[src/rtl/pl_hazard_ctrl.sv]
// pl_hazard_ctrl: hazard/sequencing controller for the 5-stage F/D/E/M/W pipeline.
// Ports:
//   clk, rst_n                  clock, asynchronous active-low reset
//   Rs1D/Rs2D, Rs1E/Rs2E        source registers of the D and E instructions
//   RdE/RdM/RdW                 destination registers in E/M/W
//   ResultSrcE                  2'b01 marks a load in E
//   RegWriteM/RegWriteW         M/W instruction writes the register file
//   PCSrcE                      taken control transfer resolved in E
//   MemReqM, dmem_ready         M-stage data memory request and completion
//   StallF/D/E/M, FlushD/E/W    hold/clear controls of the pipeline registers
//   ForwardAE/ForwardBE         E-stage operand forwarding selects
//   mem_err                     one-cycle pulse when a memory access times out
//   stall_cnt, flush_cnt        saturating stall-cycle and branch-flush counters
module pl_hazard_ctrl #(
    parameter int MEM_TIMEOUT = 16,
    parameter int CNT_W       = 32
) (
    input  logic             clk,
    input  logic             rst_n,
    input  logic [4:0]       Rs1D,
    input  logic [4:0]       Rs2D,
    input  logic [4:0]       Rs1E,
    input  logic [4:0]       Rs2E,
    input  logic [4:0]       RdE,
    input  logic [4:0]       RdM,
    input  logic [4:0]       RdW,
    input  logic [1:0]       ResultSrcE,
    input  logic             RegWriteM,
    input  logic             RegWriteW,
    input  logic             PCSrcE,
    input  logic             MemReqM,
    input  logic             dmem_ready,
    output logic             StallF,
    output logic             StallD,
    output logic             StallE,
    output logic             StallM,
    output logic             FlushD,
    output logic             FlushE,
    output logic             FlushW,
    output logic [1:0]       ForwardAE,
    output logic [1:0]       ForwardBE,
    output logic             mem_err,
    output logic [CNT_W-1:0] stall_cnt,
    output logic [CNT_W-1:0] flush_cnt
);
    localparam int WC_W = $clog2(MEM_TIMEOUT);
    localparam logic [WC_W-1:0] WC_LAST = WC_W'(MEM_TIMEOUT - 1);

    typedef enum logic {S_RUN, S_WAIT} state_t;

    state_t          state;
    logic [WC_W-1:0] wait_cnt;
    logic            timeout;
    logic            mem_stall;
    logic            lw_stall;

    // The timeout cycle drops the memory stall so the abandoned access leaves M.
    assign timeout   = state == S_WAIT && wait_cnt == WC_LAST;
    assign mem_stall = MemReqM && !dmem_ready && !timeout;
    assign lw_stall  = ResultSrcE == 2'b01 && RdE != 5'd0 && (RdE == Rs1D || RdE == Rs2D);

    always_comb begin
        ForwardAE = (RegWriteM && RdM != 5'd0 && RdM == Rs1E) ? 2'b10 :
                    (RegWriteW && RdW != 5'd0 && RdW == Rs1E) ? 2'b01 : 2'b00;
        ForwardBE = (RegWriteM && RdM != 5'd0 && RdM == Rs2E) ? 2'b10 :
                    (RegWriteW && RdW != 5'd0 && RdW == Rs2E) ? 2'b01 : 2'b00;
        StallF    = mem_stall || lw_stall;
        StallD    = mem_stall || lw_stall;
        StallE    = mem_stall;
        StallM    = mem_stall;
        FlushW    = mem_stall;
        // A memory stall defers both the load-use bubble and the branch flush.
        FlushD    = !mem_stall && !lw_stall && PCSrcE;
        FlushE    = !mem_stall && (lw_stall || PCSrcE);
    end

    always_ff @(posedge clk or negedge rst_n) begin
        if (!rst_n) begin
            state     <= S_RUN;
            wait_cnt  <= '0;
            mem_err   <= 1'b0;
            stall_cnt <= '0;
            flush_cnt <= '0;
        end else begin
            mem_err <= 1'b0;
            if (state == S_RUN) begin
                if (MemReqM && !dmem_ready) begin
                    state    <= S_WAIT;
                    wait_cnt <= WC_W'(1);
                end
            end else if (dmem_ready || !MemReqM) begin
                state <= S_RUN;
            end else if (timeout) begin
                state   <= S_RUN;
                mem_err <= 1'b1;
            end else begin
                wait_cnt <= wait_cnt + WC_W'(1);
            end
            if (StallF && !(&stall_cnt))
                stall_cnt <= stall_cnt + CNT_W'(1);
            if (PCSrcE && !mem_stall && !(&flush_cnt))
                flush_cnt <= flush_cnt + CNT_W'(1);
        end
    end
endmodule

[config.mk]
export PLATFORM = sky130hd
export DESIGN_NAME = pl_hazard_ctrl
export DESIGN_NICKNAME = d
export VERILOG_FILES = /design/src/rtl/pl_hazard_ctrl.sv
export SDC_FILE = /design/constraint.sdc
export NUM_CORES = 1
export LEC_CHECK = 0
export CAP_MARGIN = 30
export CORE_AREA = 3 3 94 96
export DETAILED_ROUTE_END_ITERATION = 7
export DIE_AREA = 0 0 97 99
export PLACE_DENSITY = 0.76
export SLEW_MARGIN = 20
export SYNTH_ARGS = -nofsm -noshare
export SYNTH_HDL_FRONTEND = slang
export SYNTH_SLANG_ARGS = --single-unit
export TNS_END_PERCENT = 10
[constraint.sdc]
create_clock -name clk -period 2.5 [get_ports clk]
set_input_delay 0.25 -clock clk [delete_from_list [all_inputs] [get_ports clk]]
set_output_delay 0.25 -clock clk [all_outputs]
set_load 0.03 [all_outputs]
==> reports/metrics.yaml, run 1 <==
ioPinCount: 120
synth_seq_area_share: 0.465
pre_cts_ws_ns: 0.00976
peakVddDrop_uv: 794
syn-cell-area_um2: 3760
max-clock-path-buffers: 2
cts.clk_slew.worst_paths_ns: 0.08
worst_ep_required_time_ns: 2.25
status: "finished clean"
async_reset_ff_frac: 1.00
first_global_vias: 3297
crit_end_element: "output port"
fillCellCount: 660
finalSetupTns_ns: 0
setup.worst_path.class: "flop to output port"
worstSetupStartpoint: "wait_cnt[0]"
hpwl_detailed_um: 7040
detail_route.drc_violations: 0
floorplan.initialDensity: 0.463
final-max-slew-violation-count: 0
yosys_most_used_dff: "sky130_fd_sc_hd__dfrtp_1"
drt_first_iter_violations: 102
multi_input_area_um2: 1940
flops_latches_synth: 70
critical_path.reg2reg.startpoint: "stall_cnt[18]"
netlist.area_leader.share: 0.465
gp_congestion: 0.834
fmaxAchievable_mhz: 424
synth_commonest_cells: "sky130_fd_sc_hd__dfrtp_1, sky130_fd_sc_hd__xor2_1, sky130_fd_sc_hd__xnor2_1"
finalSetupViolCount: 0
netlist_instances: 370
tritoncts_clock_tree: "done"
yosysTopAreaCell: "sky130_fd_sc_hd__dfrtp_1"
grt_antenna_before_repair: 0
rows: 33
globalRouteOverflowTotal: 0
detail_route.first_pass.iterations: 4
yosys-top-cells-area: "sky130_fd_sc_hd__dfrtp_1, sky130_fd_sc_hd__xor2_1, sky130_fd_sc_hd__xnor2_1"
diodes: 0
grtUsageTotal: 0.196
largest_driver_fanout_on_the_critical_path: 8
port_buffers: 119
clock_insertion_delay_worst_skew_ns: 0.34
final_layout_size_suffix_gt1_frac: 0.0963
synth.distinct_cells: 41
layout-area-overhead-vs-synth_pct: 43.0
final_nets: 552
min_path_type: "input port to async pin"
cts.sink_count: 70
synth_nets: 417
ff_latch_area_um2: 1750
post-route-min-period_ns: 2.36
avgSynthCellArea_um2: 10.2
post_route_fraction_of_the_period_consumed_by_the_critical_path: 0.944
die_x_um: 97
cts-buffers-inserted: 9
grt_setup_unrepaired: "no"
routed_wire_length_per_instance_um: 15.0
cts_htree_levels: 3
worst_slew_margin_rel: 0.574
grt_first_pass_wirelength_um: 15700
tightest_slew_ns: 0.639
pin_count_of_the_biggest_net_entering_global_routing: 45
floorplan.die.height_um: 99
core_area_um2: 8130
worstPathArrival_ns: 2.11
yosys.cell_count.top_type: "sky130_fd_sc_hd__dfrtp_1"
routed_wl_um: 9190
synth_warnings: 0
synth-edff-count: 0
leakage_nw: 2.38
route.antenna.remaining_nets: 0
finalWorstSetupSlack_ns: 0.140
root_buffer: "sky130_fd_sc_hd__clkbuf_8"
hold_violations: 0
cellPowerDensity_nw_per_um2: 625
timing.critical_path.from_type: "flop"
finClkSkew_ns: 0.0109
route.detailed.vias_per_inst: 5.20
design.die.area_um2: 9600
fin_hold_ws_ns: 0.470
routed-via-count: 3192
max-cap-violations: 0
## placed cells by master, fill, tap and decap left out, drive strengths merged, types with 2 or more instances in the layout
cell           instances
clkdlybuf4s50        110
bufinv                 3
dfrtp                 70
xor2                  52
and4                   6
nand2                 29
or3                    2
and2                   3
inv                    7
clkbuf                11
o21a                   2
dlymetal6s2s           3
ha                     3
xnor2                 40
buf                   17
nor2                  24
nor4b                  8
nand3                 32
nor4                  10
clkinv                 3
and3                   5
o21ai                  7
or4                    6
a21oi                  6
nor3                  18
nand2b                 4
nand4                 17
mux2                   2
nor2b                  2
## report_power, final
part | switching, W | internal, W | leakage, nW | total, W
clock network | 0.000436 | 0.000657 | 0.115 | 0.00109
registers | 0.000154 | 0.00124 | 0.931 | 0.00140
logic | 0.000481 | 0.000393 | 1.34 | 0.000874
## worst paths after layout
check | slack, ns | cells after the start | endpoint
worst max-delay path | 0.14 | 6 | FlushW
worst min-delay path | 0.47 | 2 | stall_cnt[31]
worst max register to register | 0.29 | 7 | stall_cnt[12]
worst min register to register | 0.49 | 1 | flush_cnt[31]
max in group asynchronous | 1.38 | 3 | stall_cnt[10]
min in group clk | 0.49 | 1 | flush_cnt[31]
## cells by family after synthesis
group / synth area share
AOI/OAI and AO/OA: 0.0292
DFF: 0.465
muxes: 0.00598
adders and majority gates: 0.00997
buffers and inverters: 0.0213
xor gates and xnor gates: 0.214
and+or+nand+nor: 0.254
## timing repair
action / 4_1_cts / 5_1_grt
setup buffers: 0 / 0
setup endpoints to repair: 2 / 7
gates resized for setup: 3 / 9
hold buffers: 1 / 0
endpoints found under the hold margin: 26 / 0
## stage by stage
stage | cell area, um^2 | total power, W | utilization | std cells
3_5_place_dp | 5140 | 0.00230 | 0.631 | 598
5_1_grt | 5380 | 0.00351 | 0.662 | 614
4_1_cts | 5380 | 0.00338 | 0.662 | 614
3_3_place_gp | 5140 | 0.00227 | 0.631 | 598
6_report | 5380 | 0.00336 | 0.662 | 614
2_1_floorplan | 3770 | 0.00187 | - | 370
## final cells by class
type	count	share of cell area
tap	105	0.0244
inverter	8	0.00581
multi-input combinational	283	0.360
sequential	70	0.326
clock inverter	6	0.0207
clock buffer	9	0.0230
timing repair buffer	133	0.241
## worst max-delay path: stages (launching register included)
cell and delay [ns]:
sky130_fd_sc_hd__dfrtp_2 0.44, sky130_fd_sc_hd__ha_1 0.24, sky130_fd_sc_hd__nand4_1 0.11, sky130_fd_sc_hd__nand2_1 0.10
sky130_fd_sc_hd__clkinv_2 0.06, sky130_fd_sc_hd__buf_4 0.14, sky130_fd_sc_hd__clkdlybuf4s50_1 0.68
## routing by layer
metal,global-route usage,vias up,share of wire
li1,-,1568,-
met5,0,-,0
met2,0.335,67,0.49
met3,0.0318,16,0.035
met1,0.256,1541,0.45
met4,0.0637,0,0.018
## sequential cells by signal, indices dropped and copies added, names as in the netlist
signal / cells
flush_cnt: 32
mem_err: 1
stall_cnt: 32
state: 1
wait_cnt: 4
Power figures use the tool's default switching activity.
==> run 2: changes to the inputs <==
CORE_AREA = 3 3 111 81   (was 3 3 94 96)
DIE_AREA = 0 0 114 84   (was 0 0 97 99)
==> run 2 against run 1 <==
  * Die area fell by 0.28%
  * Design area rose by 0.81%
  * Register-to-register slack got worse by 0.07 ns
  * Worst hold slack improved by 0.0086 ns
  * Largest cell class unchanged
  * Sequential share of layout area fell by 0.29 points
  * Largest power group unchanged
  * Combinational power rose by 2%
  * First-iteration DRC count rose by 66%
==> reports/metrics.yaml, run 2 (synthesized netlist as in run 1, its figures left out) <==
grt_antenna_before_repair: 0  # unchanged
reg2reg_slack_ns: 0.22  # -0.07 ns
worstPathArrival_ns: 2.18  # +0.07 ns
critPathMostFrequentCell: "sky130_fd_sc_hd__clkdlybuf4s50_1"
worst_ep_required_time_ns: 2.25  # about the same
post_route_fraction_of_the_period_consumed_by_the_critical_path: 0.970  # +0.0264
pwr-share-comb: 0.254  # -0.006
cts_setup_buffers: 0  # unchanged
final_nets: 552  # unchanged
layout.cells.most_common_list: "sky130_fd_sc_hd__clkdlybuf4s50_1, sky130_fd_sc_hd__dfrtp_1, sky130_fd_sc_hd__xor2_1, sky130_fd_sc_hd__xnor2_1, sky130_fd_sc_hd__nand3_1"
worst_slew_margin_rel: 0.516  # -0.0578
gp_congestion: 0.865  # +3.7%
cellPowerDensity_nw_per_um2: 648  # +3.7%
part_of_the_power_in_the_clock_network: 0.350  # +0.025
hpwl_detailed_um: 7170  # +1.9%
timing.critical_path.from_type: "input port"
final_common_cell: "sky130_fd_sc_hd__clkdlybuf4s50_1"
routed_wire_length_per_instance_um: 15.4  # +2.9%
routed-via-count: 3258  # +2.1%
pwr-share-seq: 0.397  # -0.018
grt_first_pass_wirelength_um: 16000  # +1.7%
globalRouteOverflowTotal: 0  # unchanged
cts.clk_slew.worst_paths_ns: 0.05  # -0.03 ns
netSwitchingFraction: 0.313  # -0.00515
global_route.usage.met2: 0.324  # -0.0113
setup.worst_path.class: "input port to output port"
cts.sink_count: 70  # unchanged
ioPinCount: 120  # unchanged
p_switching_w: 0.00110  # +2.9%
fin_hold_ws_ns: 0.479  # +0.00863 ns
port_buffers: 119  # unchanged
detail_route.drc_violations: 0  # unchanged
busiest_layer: "met2"
cts-buffers-inserted: 9  # unchanged
clock_insertion_delay_worst_skew_ns: 0.33  # about the same
timing.critical_path.slowest_stage_cell: "sky130_fd_sc_hd__clkdlybuf4s50_1"
die_x_um: 114  # +18%
core_area_um2: 7910  # -2.8%
first_global_vias: 3237  # -1.8%
crit_end_element: "output port"
fillCellCount: 605  # -8.3%
largest_registers: "flush_cnt x32, stall_cnt x32, wait_cnt x4"
drt_first_iter_violations: 169  # +66%
floorplan.die.height_um: 84  # -15%
tritoncts_clock_tree: "done"
worstPathCellList: "clkdlybuf4s50_1, or4_1, o21ai_0, nor4_1, clkdlybuf4s50_1"
fmaxAchievable_mhz: 412  # -2.7%
cpPeakStageDelay_ns: 0.61  # -0.07 ns
route.detailed.vias_per_inst: 5.33  # +2.6%
routed_wl_um: 9410  # +2.4%
leakage_nw: 2.39  # +0.35%
power_report.internal_total_w: 0.00242  # +5.4%
max-clock-path-buffers: 2  # unchanged
cts_htree_levels: 3  # unchanged
largest_driver_fanout_on_the_critical_path: 3  # -5
hold_violations: 0  # unchanged
cp.buffers_inverters: 2  # -1
root_buffer: "sky130_fd_sc_hd__clkbuf_16"
grt_setup_unrepaired: "yes"
diodes: 0  # unchanged
met1_global_route_usage: 0.279  # +0.0230
path_delay_family: "buffers and inverters"
grtUsageMet3: 0.0594  # +0.0276
status: "finished clean"
pin_count_of_the_biggest_net_entering_global_routing: 42  # -6.7%
floorplan.initialDensity: 0.476  # +0.0134
route.antenna.remaining_nets: 0  # unchanged
max-cap-violations: 0  # unchanged
finalSetupViolCount: 0  # unchanged
layout-area-overhead-vs-synth_pct: 44.2
final-max-slew-violation-count: 0  # unchanged
detail_route.first_pass.iterations: 4  # unchanged
min_path_type: "flop to flop"
grtUsageTotal: 0.208  # +0.0117
peakVddDrop_uv: 665  # -16%
design.die.area_um2: 9580  # -0.28%
finalSetupTns_ns: 0  # unchanged
tightest_slew_ns: 0.725  # +0.0868 ns
rows: 27  # -18%
final_layout_size_suffix_gt1_frac: 0.0843  # -0.0120
finClkSkew_ns: 0.00724  # -0.00361 ns
post-route-min-period_ns: 2.43  # +0.0661 ns
[run 2: changes by cell type in the layout (fill, tap and decap cells not counted), sizes merged]
cell,previous run,this run
dlygate4sd2,0,2
bufinv,3,1
dlymetal6s2s,3,2
clkdlybuf4s50,110,111
clkbuf,11,12
[run 2: power by group through the flow]
stage	Sequential (W)	Clock, W	Combinational (W)
6_report	0.00140	0.00123	0.000892
5_1_grt	0.00142	0.00132	0.000962
4_1_cts	0.00139	0.00125	0.000901
3_5_place_dp	0.00141	0	0.000894
3_3_place_gp	0.00141	0	0.000875
2_1_floorplan	0.00159	0	0.000276
[run 2: final timing paths]
path | start | endpoint | depth (start not counted)
max | RdM[3] | ForwardAE[1] | 5
min | stall_cnt[17] | stall_cnt[17] | 1
max reg2reg | stall_cnt[18] | stall_cnt[1] | 7
min reg2reg | stall_cnt[17] | stall_cnt[17] | 1
max in group asynchronous | rst_n | flush_cnt[5] | 3
min in group asynchronous | rst_n | flush_cnt[2] | 2
[run 2: through the flow]
step / cells / worst slack, ns / area (um^2) / total power (W) / util
6_report: 611 / 0.0740 / 5430 / 0.00352 / 0.687
5_1_grt: 611 / -0.0227 / 5430 / 0.00370 / 0.687
4_1_cts: 611 / 0.0407 / 5420 / 0.00355 / 0.686
3_5_place_dp: 594 / 0.0485 / 5130 / 0.00231 / 0.649
3_3_place_gp: 594 / 0.123 / 5130 / 0.00228 / 0.649
2_1_floorplan: 370 / 0.0618 / 3770 / 0.00187 / -
[run 2: repair_timing]
| action | CTS | global route |
|---|---|---|
| setup endpoints to repair | 2 | 4 |
| endpoints found under the hold margin | 29 | 0 |
| gates resized for setup | 2 | 2 |
| hold buffers | 1 | 0 |
[run 2: routing by layer]
| metal | vias to the layer above | share of wire |
|---|---|---|
| li1 | 1566 | - |
| met1 | 1563 | 0.45 |
| met2 | 120 | 0.46 |
| met3 | 9 | 0.074 |
| met4 | 0 | 0.014 |
| met5 | - | 0 |
[run 2: worst reg2reg max path, delay by kind of cell (launching register included)]
family        cells  cell delay, ns
simple gates      5            1.27
flops             1            0.41
mux               1            0.27
buf+inv           1            0.22
[run 2: area by class of cell]
type | count | area, um^2 | area share
timing repair buffer | 133 | 1300 | 0.240
inverter | 8 | 31.3 | 0.00576
sequential | 70 | 1750 | 0.323
multi-input combinational | 283 | 1930 | 0.356
clock inverter | 4 | 47.5 | 0.00876
clock buffer | 12 | 236 | 0.0436
tap | 101 | 126 | 0.0233
==> run 3: changes to the inputs <==
SETUP_SLACK_MARGIN = 0.05   (was not set)
==> run 3 against run 2 <==
  * Flip-flop and latch count unchanged
  * Non-clock buffer count unchanged
  * Clock-buffer cell count is the same
  * Power is essentially flat
  * Maximum frequency is 1.9% higher
  * Largest cell class unchanged
  * Largest power group unchanged
  * Highest routed layer unchanged
==> reports/metrics.yaml, run 3 (synthesized netlist as in run 1, its figures left out) <==
status: "finished clean"
fillCellCount: 607  # +0.33%
route.detailed.vias_per_inst: 5.39  # +1.0%
final_cell_area_um2: 5430  # about the same
floorplan.initialDensity: 0.476  # unchanged
layout-area-overhead-vs-synth_pct: 44.1  # about the same
cp.buffers_inverters: 3  # +1
detail_route.first_pass.iterations: 4  # unchanged
final-max-slew-violation-count: 0  # unchanged
die_x_um: 114  # unchanged
finalWorstSetupSlack_ns: 0.118  # +0.0444 ns
grt_setup_unrepaired: "yes"
port_buffers: 119  # unchanged
worst_slew_margin_rel: 0.528  # +0.0117
cts.clk_slew.worst_paths_ns: 0.06  # about the same
ioPinCount: 120  # unchanged
final_nets: 552  # unchanged
cpPeakStageDelay_ns: 0.41  # -0.20 ns
path_delay_family: "simple AND/OR/NAND/NOR gates"
grt_first_pass_wirelength_um: 16000  # unchanged
cts_htree_levels: 3  # unchanged
pwr-share-comb: 0.254  # about the same
design.die.area_um2: 9580  # unchanged
cts.sink_count: 70  # unchanged
routed-via-count: 3291  # +1.0%
root_buffer: "sky130_fd_sc_hd__clkbuf_16"
clock_insertion_delay_worst_skew_ns: 0.33  # about the same
setup.worst_path.class: "flop to output port"
peakVddDrop_uv: 664  # -0.12%
timing.critical_path.slowest_stage_cell: "sky130_fd_sc_hd__dfrtp_1"
rows: 27  # unchanged
p_switching_w: 0.00110  # about the same
hold_violations: 0  # unchanged
drt_first_iter_violations: 156  # -7.7%
largest_driver_fanout_on_the_critical_path: 5  # +2
detail_route.drc_violations: 0  # unchanged
dp_cells: 594  # unchanged
part_of_the_power_in_the_clock_network: 0.350  # about the same
multi_input_area_um2: 1930  # unchanged
gp_congestion: 0.865  # unchanged
timing.critical_path.from_type: "flop"
core_area_um2: 7910  # unchanged
netSwitchingFraction: 0.313  # about the same
globalRouteOverflowTotal: 0  # unchanged
pre_cts_ws_ns: 0.0485  # unchanged
cellPowerDensity_nw_per_um2: 648  # about the same
leakage_nw: 2.40  # +0.20%
ff_latch_area_um2: 1750  # unchanged
max-clock-path-buffers: 2  # unchanged
power_report.internal_total_w: 0.00242  # about the same
route.antenna.remaining_nets: 0  # unchanged
pwr-share-seq: 0.396  # about the same
detailed_place.area_um2: 5130  # unchanged
pin_count_of_the_biggest_net_entering_global_routing: 42  # unchanged
floorplan.die.height_um: 84  # unchanged
routed_wl_um: 9410  # about the same
final_common_cell: "sky130_fd_sc_hd__clkdlybuf4s50_1"
crit_end_element: "output port"
final_layout_size_suffix_gt1_frac: 0.0843  # unchanged
cts-buffers-inserted: 9  # unchanged
tightest_slew_ns: 0.708  # -0.0176 ns
min_path_type: "flop to flop"
largest_registers: "flush_cnt x32, stall_cnt x32, wait_cnt x4"
worst_ep_required_time_ns: 2.25  # about the same
layout.cells.most_common_list: "sky130_fd_sc_hd__clkdlybuf4s50_1, sky130_fd_sc_hd__dfrtp_1, sky130_fd_sc_hd__xor2_1, sky130_fd_sc_hd__xnor2_1, sky130_fd_sc_hd__nand3_1"
finClkSkew_ns: 0.00730  # +0.0000543 ns
hpwl_detailed_um: 7170  # unchanged
tritoncts_clock_tree: "done"
max-cap-violations: 0  # unchanged
finalSetupViolCount: 0  # unchanged
grt_antenna_before_repair: 0  # unchanged
finished_core_util: 0.686  # about the same
final_instance_count_excl_fillers: 611  # unchanged
diodes: 0  # unchanged
grtUsageTotal: 0.208  # unchanged
post_route_fraction_of_the_period_consumed_by_the_critical_path: 0.953  # -0.0178
first_global_vias: 3237  # unchanged
routed_wire_length_per_instance_um: 15.4  # about the same
fin_total_pwr_w: 0.00352  # about the same
worstPathArrival_ns: 2.13  # -0.05 ns
fmaxAchievable_mhz: 420  # +1.9%
worstPathCellList: "ha_1, nand4_1, nand2_1, clkinv_2, or2_2, o21ai_1, inv_1, dlygate4sd2_1"
post-route-min-period_ns: 2.38  # -0.0444 ns
run 3: cell count changes in the layout (fill, tap and decap cells not counted), sizes merged:
cell,previous run,this run
clkdlybuf4s50,111,110
dlygate4sd2,2,3
run 3: metrics by stage:
| stage | hold WS [ns] | TNS [ns] |
|---|---|---|
| after floorplan | -0.0456 | 0 |
| after global placement | 0.343 | 0 |
| after detailed placement | 0.347 | 0 |
| after CTS | 0.487 | 0 |
| after global routing | 0.501 | -0.0431 |
| final | 0.480 | 0 |
run 3: path summary, 6_finish.rpt:
check,start,endpoint,slack (ns),cells past startpoint
min in group asynchronous,rst_n,flush_cnt[3],0.50,2
max,wait_cnt[0],StallD,0.12,8
max in group asynchronous,rst_n,flush_cnt[5],1.33,3
max reg2reg,stall_cnt[18],stall_cnt[1],0.22,7
min,stall_cnt[17],stall_cnt[17],0.48,1
min reg2reg,stall_cnt[17],stall_cnt[17],0.48,1
run 3: layout make-up:
type                            count  area share
Tap cell                          101      0.0233
Multi-Input combinational cell    283       0.356
Sequential cell                    70       0.323
Timing Repair Buffer              133       0.240
Clock buffer                       12      0.0436
Clock inverter                      4     0.00876
Inverter                            8     0.00576
run 3: what timing repair did:
action                                  in CTS  in global routing
hold buffers                                 1                  0
hold endpoints to repair                    29                  0
buffers inserted                             0                  0
endpoints found under the setup margin       3                  6
resized for setup                            3                  3
run 3: worst reg2reg max path: cells and delay by family, from the launching register on:
family                 cells  cell delay (ns)
DFF                        1             0.41
muxes                      1             0.27
buffers and inverters      1             0.22
and+or+nand+nor            5             1.27
run 3: routing by layer:
layer | global-route usage | wire (um) | up-vias
met5 | 0 | 0 | -
met4 | 0.0669 | 135 | 0
met3 | 0.0594 | 673 | 9
met2 | 0.324 | 4350 | 125
met1 | 0.279 | 4250 | 1595
li1 | - | - | 1562
run 3: power groups by stage:
stage | Clock [W] | Combinational [W] | Sequential, W
after floorplan | 0 | 0.000276 | 0.00159
after global placement | 0 | 0.000875 | 0.00141
after detailed placement | 0 | 0.000894 | 0.00141
after CTS | 0.00125 | 0.000901 | 0.00139
after global routing | 0.00132 | 0.000962 | 0.00142
final | 0.00123 | 0.000893 | 0.00139
